<file path="config.mk">
export PLATFORM = sky130hd
export DESIGN_NAME = cache_mem_responder
export DESIGN_NICKNAME = d
export VERILOG_FILES = /design/src/rtl/cache_mem_responder.sv
export SDC_FILE = /design/constraint.sdc
export NUM_CORES = 1
export LEC_CHECK = 0
export ABC_CLOCK_PERIOD_IN_PS = 2000
export BUFFER_PORTS_ARGS = -buffer_cell sky130_fd_sc_hd__buf_2
export CAP_MARGIN = 5
export CORE_MARGIN = 8
export CORE_UTILIZATION = 35
export DETAILED_ROUTE_END_ITERATION = 7
export GPL_TIMING_DRIVEN = 0
export SLEW_MARGIN = 20
export SYNTH_ARGS = -nofsm -noshare
export SYNTH_HDL_FRONTEND = slang
export SYNTH_SLANG_ARGS = --single-unit
export TNS_END_PERCENT = 1
</file>
<file path="constraint.sdc">
create_clock -name CLK -period 2 [get_ports CLK]
set_input_delay 0.2 -clock CLK [delete_from_list [all_inputs] [get_ports CLK]]
set_output_delay 0.2 -clock CLK [all_outputs]
set_load 0.005 [all_outputs]
</file>
<file path="src/rtl/cache_mem_responder.sv">
// Memory-side responder for the icache/dcache control protocol.
// Arbitrates between instruction fetches and data loads/stores, latches the
// granted request and runs one ready-handshake access on a single-port RAM.
// Each completed request gets exactly one not-wait cycle. A stuck RAM is
// cut off after TIMEOUT cycles so that no requester can hang.
module cache_mem_responder #(
  parameter int unsigned TIMEOUT = 64,
  parameter int unsigned ADDR_W  = 32,
  parameter int unsigned DATA_W  = 32
) (
  input  logic              CLK,
  input  logic              RST,
  // icache side
  input  logic              iREN,
  input  logic [ADDR_W-1:0] iaddr,
  output logic              iwait,
  output logic [DATA_W-1:0] iload,
  // dcache side
  input  logic              dREN,
  input  logic              dWEN,
  input  logic [ADDR_W-1:0] daddr,
  input  logic [DATA_W-1:0] dstore,
  output logic              dwait,
  output logic [DATA_W-1:0] dload,
  // RAM side
  output logic              ram_ren,
  output logic              ram_wen,
  output logic [ADDR_W-1:0] ram_addr,
  output logic [DATA_W-1:0] ram_store,
  input  logic [DATA_W-1:0] ram_load,
  input  logic              ram_ready,
  output logic              err
);

  // Counter never needs to hold more than TIMEOUT-1.
  localparam int unsigned CntW = (TIMEOUT > 2) ? $clog2(TIMEOUT) : 1;
  localparam logic [CntW-1:0] CntLast = CntW'(TIMEOUT - 2);

  typedef enum logic [2:0] {
    StIdle,
    StIfetch,
    StDload,
    StDstore,
    StIresp,
    StDresp
  } state_e;

  state_e            r_state;
  state_e            w_state_d;
  logic [CntW-1:0]   r_cnt;
  logic [CntW-1:0]   w_cnt_d;
  logic [ADDR_W-1:0] r_addr;
  logic [DATA_W-1:0] r_store;
  logic [DATA_W-1:0] r_iload;
  logic [DATA_W-1:0] r_dload;
  logic [1:0]        r_starve;
  logic              r_err;

  logic              w_grant_i;
  logic              w_grant_d;
  logic              w_grant_wr;
  logic              w_live;
  logic              w_complete;
  logic              w_timeout;

  assign ram_addr  = r_addr;
  assign ram_store = r_store;
  assign iload     = r_iload;
  assign dload     = r_dload;
  assign err       = r_err;

  // State register.
  always_ff @(posedge CLK) begin
    if (RST) begin
      r_state <= StIdle;
    end else begin
      r_state <= w_state_d;
    end
  end

  // Next-state, grant decode, RAM strobes and wait outputs.
  always_comb begin
    w_state_d  = r_state;
    w_cnt_d    = r_cnt;
    w_grant_i  = 1'b0;
    w_grant_d  = 1'b0;
    w_grant_wr = 1'b0;
    w_live     = 1'b0;
    w_complete = 1'b0;
    w_timeout  = 1'b0;
    iwait      = 1'b1;
    dwait      = 1'b1;
    ram_ren    = 1'b0;
    ram_wen    = 1'b0;

    unique case (r_state)
      StIdle: begin
        w_cnt_d = '0;
        // A starved instruction fetch beats every data request.
        if (r_starve[1] && iREN) begin
          w_grant_i = 1'b1;
          w_state_d = StIfetch;
        end else if (dWEN) begin
          w_grant_d  = 1'b1;
          w_grant_wr = 1'b1;
          w_state_d  = StDstore;
        end else if (dREN) begin
          w_grant_d = 1'b1;
          w_state_d = StDload;
        end else if (iREN) begin
          w_grant_i = 1'b1;
          w_state_d = StIfetch;
        end
      end

      StIfetch, StDload, StDstore: begin
        ram_ren = (r_state != StDstore);
        ram_wen = (r_state == StDstore);
        w_cnt_d = r_cnt + CntW'(1);
        case (r_state)
          StIfetch: w_live = iREN;
          StDload:  w_live = dREN;
          default:  w_live = dWEN;
        endcase
        if (ram_ready) begin
          // Requester gone: let the access finish but skip the response.
          if (w_live) begin
            w_complete = 1'b1;
            w_state_d  = (r_state == StIfetch) ? StIresp : StDresp;
          end else begin
            w_state_d = StIdle;
          end
        end else if (r_cnt == CntLast) begin
          w_timeout = 1'b1;
          w_state_d = (r_state == StIfetch) ? StIresp : StDresp;
        end
      end

      StIresp: begin
        iwait     = 1'b0;
        w_state_d = StIdle;
      end

      StDresp: begin
        dwait     = 1'b0;
        w_state_d = StIdle;
      end

      default: begin
        w_state_d = StIdle;
      end
    endcase
  end

  // Cycle counter for the timeout and the one-cycle error pulse.
  always_ff @(posedge CLK) begin
    if (RST) begin
      r_cnt <= '0;
      r_err <= 1'b0;
    end else begin
      r_cnt <= w_cnt_d;
      r_err <= w_timeout;
    end
  end

  // Latch the granted address and store data for the whole access.
  always_ff @(posedge CLK) begin
    if (RST) begin
      r_addr  <= '0;
      r_store <= '0;
    end else begin
      if (w_grant_i) begin
        r_addr <= iaddr;
      end else if (w_grant_d) begin
        r_addr <= daddr;
      end
      if (w_grant_wr) begin
        r_store <= dstore;
      end
    end
  end

  // Capture read data on completion; a timed-out read returns zero.
  always_ff @(posedge CLK) begin
    if (RST) begin
      r_iload <= '0;
      r_dload <= '0;
    end else if (w_complete) begin
      if (r_state == StIfetch) begin
        r_iload <= ram_load;
      end else if (r_state == StDload) begin
        r_dload <= ram_load;
      end
    end else if (w_timeout) begin
      if (r_state == StIfetch) begin
        r_iload <= '0;
      end else if (r_state == StDload) begin
        r_dload <= '0;
      end
    end
  end

  // Starvation counter: data grants that passed over a pending fetch.
  always_ff @(posedge CLK) begin
    if (RST) begin
      r_starve <= 2'd0;
    end else if (w_grant_i) begin
      r_starve <= 2'd0;
    end else if (w_grant_d) begin
      if (iREN) begin
        r_starve <= (r_starve == 2'd3) ? 2'd3 : r_starve + 2'd1;
      end else begin
        r_starve <= 2'd0;
      end
    end
  end

endmodule

</file>
Word-level counts from Yosys, hierarchy flattened
Cells that the tools add are included.
{ "word_totals": {"ff_bits": 140, "input_bits": 134, "output_inout_bits": 133} }
{ "classes": {"addsub": 2, "n_eq_ne": 10, "n_mux": 48, "n_bitwise": 1, "n_reduce_logical": 10} }
{ "ops": {"columns": ["op", "n"], "rows": [
  ["2-to-1 mux 32 bit", 12],
  ["2-to-1 mux 1 bit", 24],
  ["2-to-1 mux 3 bit", 7],
  ["case mux 6 bit (2 select lines)", 1],
  ["adder 6 x 1 -> 6 bit (second input constant)", 1],
  ["equality test 3 x 2 -> 1 bit (second input constant)", 2],
  ["equality test 3 bit (second input constant)", 2],
  ["equality test 6 bit (second input constant)", 1],
  ["case mux 3 bit (2 select lines)", 1],
  ["nonzero test 2 bit", 3],
  ["!= test 5 bit (second input constant)", 1],
  ["2-to-1 mux 2 bit", 2],
  ["AND reduction 2 bit", 2],
  ["equality test 3 x 1 -> 1 bit (second input constant)", 1],
  ["logical NOT 3 bit", 1],
  ["!= test 3 x 2 -> 1 bit (second input constant)", 1],
  ["!= test 3 bit (second input constant)", 1],
  ["AND reduction 3 bit", 1],
  ["OR reduction 3 bit", 1],
  ["adder 2 x 1 -> 2 bit (second input constant)", 1],
  ["equality test 2 bit (second input constant)", 1],
  ["case mux 1 bit (2 select lines)", 1],
  ["OR reduction 2 bit", 1],
  ["logical AND 1 bit", 1],
  ["NOT 1 bit", 1]
]} }

Longest topological paths before layout
Gate-level depths: netlist of the first run.
{ "depth": {"word_depth": 8, "ltp_mapped": 8} }

Worst setup path after synthesis of the first run
No wires, ideal clock.
{ "synth_timing": {"path_kind": "register to register", "start": "register r_cnt[0]", "end": "register r_dload[10] (netlist: dload[10])", "setup_ps": 142, "t_arrival_ps": 1580, "required_time_ps": 1858, "path_slack_ps": 278, "stages_incl_launch_ff": 9, "cell_sequence": "dfxtp_1 > inv_1 > ha_1 > nand3_1 > or4b_1 > clkbuf_1 > nand2_2 > buf_2 > a311oi_1"} }
{ "synth_via": {"elab_chain_cells": 6} }
{ "synth_rtl": {"columns": ["element", "line_no", "source"], "rows": [
  ["start, declared", "50", "logic [CntW-1:0] r_cnt;"],
  ["start signal, assigned", "161", "r_cnt <= w_cnt_d;"],
  ["equality test 6 bit", "133", "end else if (r_cnt == CntLast) begin"],
  ["2-to-1 mux 1 bit", "133", null],
  ["2-to-1 mux 1 bit", "125", "if (ram_ready) begin"],
  ["2-to-1 mux 1 bit", "96", "unique case (r_state)"],
  ["nonzero test 2 bit (no source line)", null, null],
  ["AND reduction 3 bit (no source line)", null, null],
  ["end signal, assigned", "192", "r_dload <= ram_load;"],
  ["end, declared", "55", "logic [DATA_W-1:0] r_dload;"]
]} }
Every way passes these cells.
A chain may end at the register's enable or synchronous reset.

Final worst setup path of the first run
{ "layout_timing": {"start": "register r_cnt[0]", "end": "register r_dload[4] (netlist: dload[4])"} }
The elaborated chain is that of the path after synthesis.

==> flow_summary.yaml, run 1 <==
timing:
  rsz0062_at_grt: "true"
  period_minus_slack_ns: 1.898
  finalSetupTns_ns: 0
  tightest_slew_ns: 0.7327
  finalCritPeriodShare: 0.9488
  hold_ws_ns: 0.02078
  finalSetupViolCount: 0
  clock_skew_ns: 0.008700
  worst_slack_ns: 0.1023
  max_freq_mhz: 527.0
  drv_slew: 0
  slew_headroom: 0.5115
  hold_viol: 0
placement:
  gp_congestion: 0.7758
  pre_cts_slack_ns: -0.06844
  dp.final_hpwl_um: 15240
  io_buffer_count: 265
  dp.cells: 1176
hold_path:
  hold_depth: 3
  hp-class: "input port to flip-flop"
  holdPathEnd: "ram_store[5]"
  holdCritStartpoint: "dstore[5]"
setup_path:
  critical_path_class: "flip-flop to flip-flop"
  worst_ep_required_time_ns: 2.26
  crit_family: "simple AND/OR/NAND/NOR gates"
  reg2reg_depth: 7
  worstPathCellList: "inv_1 -> ha_1 -> nand3_1 -> or4b_4 -> nand2_2 -> buf_2 -> a311oi_1"
  cp-end-kind: "flip-flop"
  worstPathArrival_ns: 2.16
  crit-reg2reg-launch: "r_cnt[0]"
  r2r_end: "dload[4]"
  cpMaxStageDelayCell: "or4b_4"
  critPathBufInv: 2
  start_kind: "flip-flop"
  r2r_slack_ns: 0.10
  max_stage_delay_ns: 0.58
  crit_fanout: 10
synthesis:
  synth_seq_cells: 140
  syn_nets: 831
  yosys_warnings: 0
  synth_cells: 695
  synth-async-reset-ratio: 0
  synth_edf_count: 0
  seq_area_frac_synth: 0.4914
  synthesis.area_mm2: 0.005703
  syn_area_per_cell_um2: 8.206
  ys.flop_type: "dfxtp_1"
  synth_cell_types: 39
die:
  start_util: 0.3590
  die_h_um: 143.7
  die_w_um: 143.7
  die_area_mm2: 0.02064
  row_count: 46
  core_mm2: 0.01589
  boundaryPins: 267
clock_tree:
  h-tree-depth: 4
  clockRootBuffer: "clkbuf_16"
  cts_tree: "built"
  cts_buffers: 17
  cts.clk_slew.worst_paths_ns: 0.06
  cts_buffer_depth: 2
  clkLatencyLatePin_ns: 0.41
  cts.sinks: 140
global_routing:
  grt_use_total: 0.1939
  grt_pass1_vias: 5914
  grt_antenna_before_repair: 0
  gr-total-overflow: 0
  grt_pass1_wl_um: 31420
  grt_max_degree: 17
drt:
  via_count: 6161
  drc: 0
  wl_per_cell_um: 16.81
  viasPerCell: 5.062
  antenna_left: 0
  drt-pass1-iter-count: 5
  wirelength_um: 20450
  drtIter0Drc: 316
power:
  ir_worst_vdd_v: 0.0005151
  p_seq_frac: 0.388
  power_switching_uw: 2576
  clkPwrFrac: 0.380
  p_per_area_mw_per_mm2: 1074
  comb_power_share: 0.232
  leakagePower_uw: 0.003543
  internal_power_uw: 6090
  p_sw_frac: 0.2973
cells_and_area:
  fin_nets: 1124
  final_cells: 1217
  diodes: 0
  fillCellCount: 1618
  syn_to_final_growth_pct: 41.49
  drive_gt1_frac: 0.3457
job:
  max_cap_viol_count: 0
status:
  outcome: "complete, no violations"
[kinds of logic (layout without fill, tap and decap cells)]
kind of cell             after synthesis  in the layout  synth area share
buffers and inverters                 69            375           0.05309
XOR/XNOR                               5              5          0.007680
adder cells (fa/ha/maj)                2              2          0.004387
AO/OA/AOI/OAI                        172            172            0.1904
AND/OR/NAND/NOR                      304            304            0.2468
multiplexers                           3              3          0.006142
flip-flops                           140            140            0.4914
[routing by layer]
layer,vias up,global-route usage,share of wire
li1,3069,-,-
met1,2833,0.2283,0.42
met2,239,0.3101,0.46
met3,20,0.07764,0.10
met4,0,0.07582,0.015
met5,-,0,0
[layout make-up]
class	count	area, µm²	share of cell area
multi-input cells	486	2633	0.3263
repair buffers	275	1416	0.1755
clock inverters	10	137.6	0.01706
clock buffers	22	484.2	0.06001
flip-flops and latches	140	2803	0.3473
plain buffers	66	317.8	0.03939
inverters	2	7.507	0.0009304
well taps	216	270.3	0.03349
[power by group through the flow]
| stage | Combinational (µW) | Sequential (µW) | Clock (µW) |
|---|---|---|---|
| floorplan | 1070 | 3430 | 0 |
| global placement | 1970 | 3410 | 0 |
| detailed placement | 1960 | 3410 | 0 |
| CTS | 1990 | 3360 | 3360 |
| global route | 2250 | 3400 | 3480 |
| finish | 2010 | 3360 | 3290 |
[timing repair]
action / in CTS / in global routing
setup endpoints to repair: 63 / 92
setup buffers: 0 / 4
cloned: 0 / 0
endpoints found under the hold margin: 6 / 0
hold buffers: 6 / 0
gates resized for setup: 5 / 17
pin swaps: 0 / 2
[stage by stage]
stage	total power, µW	cell area, µm²	utilization
global route	9132	8069	0.5080
detailed placement	5376	7300	0.4595
floorplan	4496	5703	-
global placement	5377	7300	0.4595
finish	8666	8069	0.5080
CTS	8713	7994	0.5032
[registers in the layout (all words and copies together), names as in the netlist]
| name | cells |
|---|---|
| dload | 32 |
| iload | 32 |
| ram_addr | 32 |
| ram_store | 32 |
| r_cnt | 6 |
| r_state | 3 |
| r_starve | 2 |
| err | 1 |
[worst min-delay path, delay by kind of cell]
kind / cells / cell delay [ns]
compound gates: 1 / 0.05
buf+inv: 1 / 0.09
simple gates: 1 / 0.04
[worst max path at each step]
stage               start     endpoint  depth (start not counted)
3_5_place_dp     r_cnt[0]     dload[4]                          8
5_1_grt        r_state[0]  ram_addr[4]                          6
3_3_place_gp     r_cnt[0]    dload[29]                          8
6_report         r_cnt[0]     dload[4]                          7
2_1_floorplan    r_cnt[0]    dload[10]                          8
4_1_cts        r_state[1]     dload[4]                          6
[synth_stat cells, types with 3 or more instances]
library cell    n  area share
or2_2           3      0.0033
nand3_1        36       0.032
a22oi_1        33       0.043
xor2_1          3      0.0046
dfxtp_1       140        0.49
a21oi_1       101       0.089
nand2_1       101       0.066
nand3b_1        3      0.0039
buf_4           3      0.0039
nor4_1         33       0.036
a311oi_1       32       0.049
clkbuf_1       36       0.024
and3_1          3      0.0033
nor3_1         35       0.031
buf_2          26       0.023
nor2_1         76       0.050
[placed cells by master (no fill, tap or decap), drive strengths merged, types with 2 or more instances in the layout]
cell type / instances
buf: 293
dfxtp: 140
nand2: 102
a21oi: 101
nor2: 77
clkbuf: 64
nor3: 37
nand3: 36
a22oi: 33
nor4: 33
a311oi: 32
dlygate4sd3: 6
clkinv: 5
nand3b: 3
and3: 3
or2: 3
xor2: 3
bufinv: 3
inv: 2
and3b: 2
xnor2: 2
nand2b: 2
mux2i: 2
ha: 2
clkinvlp: 2
No activity file was read; power rests on OpenSTA's default activity.
==> inputs of run 2 (changes only) <==
--- a/config.mk
+++ b/config.mk
@@ -8,7 +8,6 @@
 export ABC_CLOCK_PERIOD_IN_PS = 2000
 export BUFFER_PORTS_ARGS = -buffer_cell sky130_fd_sc_hd__buf_2
 export CAP_MARGIN = 5
-export CORE_MARGIN = 8
 export CORE_UTILIZATION = 35
 export DETAILED_ROUTE_END_ITERATION = 7
 export GPL_TIMING_DRIVEN = 0
==> run 2 against run 1 <==
Against the previous run:
- core utilization down 0.30 points
- sequential power about the same
- die area down 19%
- clock skew down 0.00086 ns
- clock power down 3%
- largest power group unchanged
- cell area down 0.59%
- highest routed layer unchanged
- sequential cell count unchanged
- cell count down 0.16%
- first-iteration DRC count down 20%
==> flow_summary.yaml, run 2 (synthesis results as in run 1) <==
clock_tree:
  clockRootBuffer: "clkbuf_16"
  cts_tree: "built"
  cts.clk_slew.worst_paths_ns: 0.06
  cts_buffer_depth: 2
  clkLatencyLatePin_ns: 0.42
  cts.sinks: 140
  cts_buffers: 17
  h-tree-depth: 4
cells_and_area:
  drive_gt1_frac: 0.3463
  most-common-layout-cells: "284 x buf_2, 140 x dfxtp_1, 101 x nand2_1, 101 x a21oi_1, 75 x nor2_1"
  final_common_cell: "buf_2"
  utilization: 0.5050
  fillCellCount: 1614
  final_cells: 1215
  fin_nets: 1122
  syn_to_final_growth_pct: 40.65
  diodes: 0
global_routing:
  gr-total-overflow: 0
  grt_max_degree: 17
  grt_pass1_wl_um: 28700
  grt_use_total: 0.2193
  grt_antenna_before_repair: 0
  grt_pass1_vias: 5709
placement:
  gp_congestion: 0.8085
  io_buffer_count: 265
  dp.cells: 1176
  dp.final_hpwl_um: 13440
hold_path:
  hp-class: "input port to flip-flop"
  hold_depth: 3
power:
  power_switching_uw: 2582
  comb_power_share: 0.231
  p_seq_frac: 0.395
  leakagePower_uw: 0.003519
  p_per_area_mw_per_mm2: 1063
  ir_worst_vdd_v: 0.0005786
  clkPwrFrac: 0.374
  p_sw_frac: 0.3029
  internal_power_uw: 5944
timing:
  finalCritPeriodShare: 0.9393
  drv_slew: 0
  period_minus_slack_ns: 1.879
  slew_headroom: 0.5514
  tightest_slew_ns: 0.6730
  max_freq_mhz: 532.3
  rsz0062_at_grt: "true"
  finalSetupTns_ns: 0
  finalSetupViolCount: 0
  hold_ws_ns: 0.01590
  hold_viol: 0
  clock_skew_ns: 0.007839
setup_path:
  cp-end-kind: "flip-flop"
  r2r_end: "dload[8]"
  critical_path_class: "flip-flop to flip-flop"
  crit-reg2reg-launch: "r_state[1]"
  worst_ep_required_time_ns: 2.31
  r2r_slack_ns: 0.12
  start_kind: "flip-flop"
  crit_start: "r_state[1]"
  crit_fanout: 10
  worstPathArrival_ns: 2.19
  reg2reg_depth: 7
  crit_end: "dload[8]"
drt:
  drt-pass1-iter-count: 5
  antenna_left: 0
  drtIter0Drc: 254
  viasPerCell: 5.081
  drc: 0
  wirelength_um: 18540
  wl_per_cell_um: 15.26
  via_count: 6173
status:
  outcome: "complete, no violations"
die:
  boundaryPins: 267
  die_h_um: 129.7
  core_mm2: 0.01589
  die_w_um: 129.7
  start_util: 0.3590
  row_count: 46
  die_area_mm2: 0.01681
job:
  max_cap_viol_count: 0
==> run 2: repair_timing <==
action / in CTS / in global routing
hold buffers: 4 / 0
setup buffers: 2 / 2
hold endpoints to repair: 4 / 0
setup endpoints to repair: 60 / 108
gates resized for setup: 2 / 19
pin swaps: 0 / 2
==> run 2: metal layers <==
layer	track usage	vias up	part of all wire	wire length, µm
li1	-	3080	-	-
met1	0.2756	2826	0.44	8136
met2	0.3536	241	0.46	8582
met3	0.05945	26	0.078	1448
met4	0.09234	0	0.020	372
met5	0	-	0	0
==> run 2: power groups by stage <==
stage          Sequential [µW]  Combinational, µW  Clock, µW
4_1_cts                   3360               1960       3260
6_report                  3360               1970       3190
5_1_grt                   3410               2220       3380
3_3_place_gp              3410               1930          0
3_5_place_dp              3410               1930          0
2_1_floorplan             3430               1070          0
==> run 2: critical path, stage by stage, from the launching register on <==
cell and delay (ns):
dfxtp_1 0.31, buf_4 0.17, nor3b_4 0.16, buf_4 0.15
a32oi_4 0.32, nand2_2 0.15, clkbuf_4 0.22, a311oi_1 0.29
==> run 2: per-stage QoR <==
step | power [µW] | worst slack, ns | cell area (µm²)
floorplan | 4496 | 0.2778 | 5703
global placement | 5340 | -0.05598 | 7300
detailed placement | 5340 | -0.04997 | 7300
CTS | 8582 | 0.004235 | 7964
global route | 9013 | -0.03862 | 8021
finish | 8527 | 0.1214 | 8021
==> run 2: worst min-delay path by stage <==
stage                     slack (ns)     startpoint            end
after floorplan                 0.34      dstore[0]   ram_store[0]
after global placement          0.44   ram_store[0]   ram_store[0]
after detailed placement        0.44  ram_store[29]  ram_store[29]
after CTS                      0.002     dstore[23]  ram_store[23]
after global routing            0.01     dstore[23]  ram_store[23]
final                           0.02     dstore[23]  ram_store[23]
==> run 2: cell type report <==
| cell class | count | area, µm² | area share |
|---|---|---|---|
| buffer | 66 | 314.1 | 0.03915 |
| inverter | 2 | 7.507 | 0.0009359 |
| clock inverter | 15 | 172.7 | 0.02153 |
| tap | 216 | 270.3 | 0.03369 |
| sequential | 140 | 2803 | 0.3494 |
| timing repair buffer | 273 | 1396 | 0.1741 |
| multi-input combinational | 486 | 2633 | 0.3282 |
| clock buffer | 17 | 425.4 | 0.05303 |
==> inputs of run 3 (changes only) <==
--- a/config.mk
+++ b/config.mk
@@ -8,10 +8,11 @@
 export ABC_CLOCK_PERIOD_IN_PS = 2000
 export BUFFER_PORTS_ARGS = -buffer_cell sky130_fd_sc_hd__buf_2
 export CAP_MARGIN = 5
-export CORE_UTILIZATION = 35
+export CORE_UTILIZATION = 47
 export DETAILED_ROUTE_END_ITERATION = 7
 export GPL_TIMING_DRIVEN = 0
-export SLEW_MARGIN = 20
+export PLACE_DENSITY = 0.81
+export REMOVE_ABC_BUFFERS = 1
 export SYNTH_ARGS = -nofsm -noshare
 export SYNTH_HDL_FRONTEND = slang
 export SYNTH_SLANG_ARGS = --single-unit
==> run 3 against run 2 <==
Against the previous run:
- the run now ends with design-rule violations left
- clock skew about the same
- register-to-register slack got worse by 0.07 ns
- via count decreased by 1.6%
- hold slack improved by 0.0048 ns
- critical path depth decreased by 1
- maximum frequency decreased by 3.4%
- clock-buffer cell count increased by 7
- critical path type unchanged
==> flow_summary.yaml, run 3 (synthesis results as in run 1) <==
drt:
  via_count: 6077
  viasPerCell: 5.616
  antenna_left: 0
  wirelength_um: 17050
  drt-pass1-iter-count: 7
  drtIter0Drc: 438
  drc: 13
  wl_per_cell_um: 15.76
power:
  power_uw: 8242
  comb_power_share: 0.232
  p_sw_frac: 0.3000
  internal_power_uw: 5769
  p_seq_frac: 0.413
  clkPwrFrac: 0.355
  ir_worst_vdd_v: 0.0006059
  leakagePower_uw: 0.003372
  power_switching_uw: 2473
  p_per_area_mw_per_mm2: 1060
clock_tree:
  h-tree-depth: 4
  clkLatencyLatePin_ns: 0.41
  cts_buffers: 17
  clockRootBuffer: "clkbuf_16"
  cts_buffer_depth: 2
  cts.clk_slew.worst_paths_ns: 0.06
  cts.sinks: 140
  cts_tree: "built"
timing:
  max_freq_mhz: 514.2
  clock_skew_ns: 0.007357
  finalCritPeriodShare: 0.9723
  slew_headroom: 0.4733
  hold_viol: 0
  drv_slew: 0
  finalSetupViolCount: 0
  tightest_slew_ns: 0.7867
  period_minus_slack_ns: 1.945
  rsz0062_at_grt: "true"
  worst_slack_ns: 0.05539
setup_path:
  critical_path_class: "flip-flop to flip-flop"
  crit-reg2reg-launch: "r_state[1]"
  crit_start: "r_state[1]"
  crit_end: "dload[8]"
  cp-end-kind: "flip-flop"
  worstPathArrival_ns: 2.25
  crit_fanout: 55
  r2r_slack_ns: 0.06
  reg2reg_depth: 6
  worst_ep_required_time_ns: 2.31
  r2r_end: "dload[8]"
  start_kind: "flip-flop"
cells_and_area:
  final_common_cell: "buf_2"
  most-common-layout-cells: "265 x buf_2, 135 x dfxtp_1, 101 x nand2_1"
  fillCellCount: 990
  syn_to_final_growth_pct: 36.35
  drive_gt1_frac: 0.3529
  fin_nets: 1062
  utilization: 0.6696
  fin_area_mm2: 0.007776
status:
  outcome: "finished, violations left"
  failed_checks: "design-rule violations"
job:
  max_cap_viol_count: 0
global_routing:
  grt_use_total: 0.2695
  gr-total-overflow: 0
  grt_antenna_before_repair: 1
  grt_pass1_wl_um: 27120
  grt_pass1_vias: 5639
  grt_max_degree: 86
placement:
  pre_cts_slack_ns: -1.391
  gp_congestion: 0.7941
  dp.final_hpwl_um: 10700
  placed_cell_area_mm2: 0.007020
  io_buffer_count: 266
die:
  boundaryPins: 267
  die_w_um: 112.2
  die_h_um: 112.2
  start_util: 0.4911
  row_count: 39
  core_mm2: 0.01161
  die_area_mm2: 0.01258
hold_path:
  holdCritStartpoint: "dstore[7]"
  hp-class: "input port to flip-flop"
[run 3: cell count changes in the layout (fill, tap and decap cells not counted), sizes merged, moves of 2 or more]
cell,delta
buf,-17
clkinv,-4
clkbuf,-35
dlygate4sd3,-4
bufinv,-2
[run 3: through the flow]
step	cells	hold WS (ns)	TNS, ns
2_1_floorplan	628	0.2691	-49.00
3_3_place_gp	1037	0.4392	-166.42
3_5_place_dp	1042	0.4430	-118.27
4_1_cts	1078	0.007324	-0.1347
5_1_grt	1082	0.01620	-0.7612
6_report	1082	0.02072	0
[run 3: how the worst min path moves through the flow]
stage | end | slack (ns) | cells past startpoint
3_5_place_dp | ram_store[12] | 0.44 | 2
2_1_floorplan | iload[0] | 0.27 | 1
4_1_cts | ram_store[31] | 0.007 | 3
6_report | ram_store[7] | 0.02 | 3
5_1_grt | ram_store[0] | 0.02 | 3
3_3_place_gp | ram_store[23] | 0.44 | 2
[run 3: layer usage]
metal,GRT usage,up-vias,routed length (µm)
met5,0,-,0
met4,0.1618,0,746
met3,0.06695,54,1218
met2,0.4526,270,8258
met1,0.3115,2789,6827
li1,-,2964,-
[run 3: cell type report]
| class | instances | area [µm²] | area share |
|---|---|---|---|
| diodes | 1 | 2.502 | 0.0003218 |
| well taps | 143 | 178.9 | 0.02301 |
| multi-input cells | 489 | 2740 | 0.3524 |
| repair buffers | 276 | 1484 | 0.1908 |
| flip-flops and latches | 140 | 2816 | 0.3622 |
| inverters | 2 | 7.507 | 0.0009654 |
| clock buffers | 24 | 481.7 | 0.06195 |
| clock inverters | 7 | 65.06 | 0.008367 |
[run 3: power by group through the flow]
stage	clock, µW	combinational (µW)	sequential, µW
floorplan	0	908	3450
global placement	0	1740	3420
detailed placement	0	1810	3430
CTS	2960	1890	3400
global route	3080	2120	3450
finish	2930	1910	3400
[run 3: critical path: stages (launching register included)]
cell and delay, ns:
dfxtp_4 0.44, nor3b_4 0.26, buf_8 0.19, and3_4 0.29
buf_16 0.24, a21oi_1 0.10, a311oi_1 0.28
[run 3: what timing repair did]
item / 4_1_cts / 5_1_grt
gates cloned: 2 / 1
pin swaps: 10 / 26
hold buffers: 0 / 0
gates resized for setup: 28 / 5
buffers inserted: 3 / 2
endpoints found under the setup margin: 132 / 84
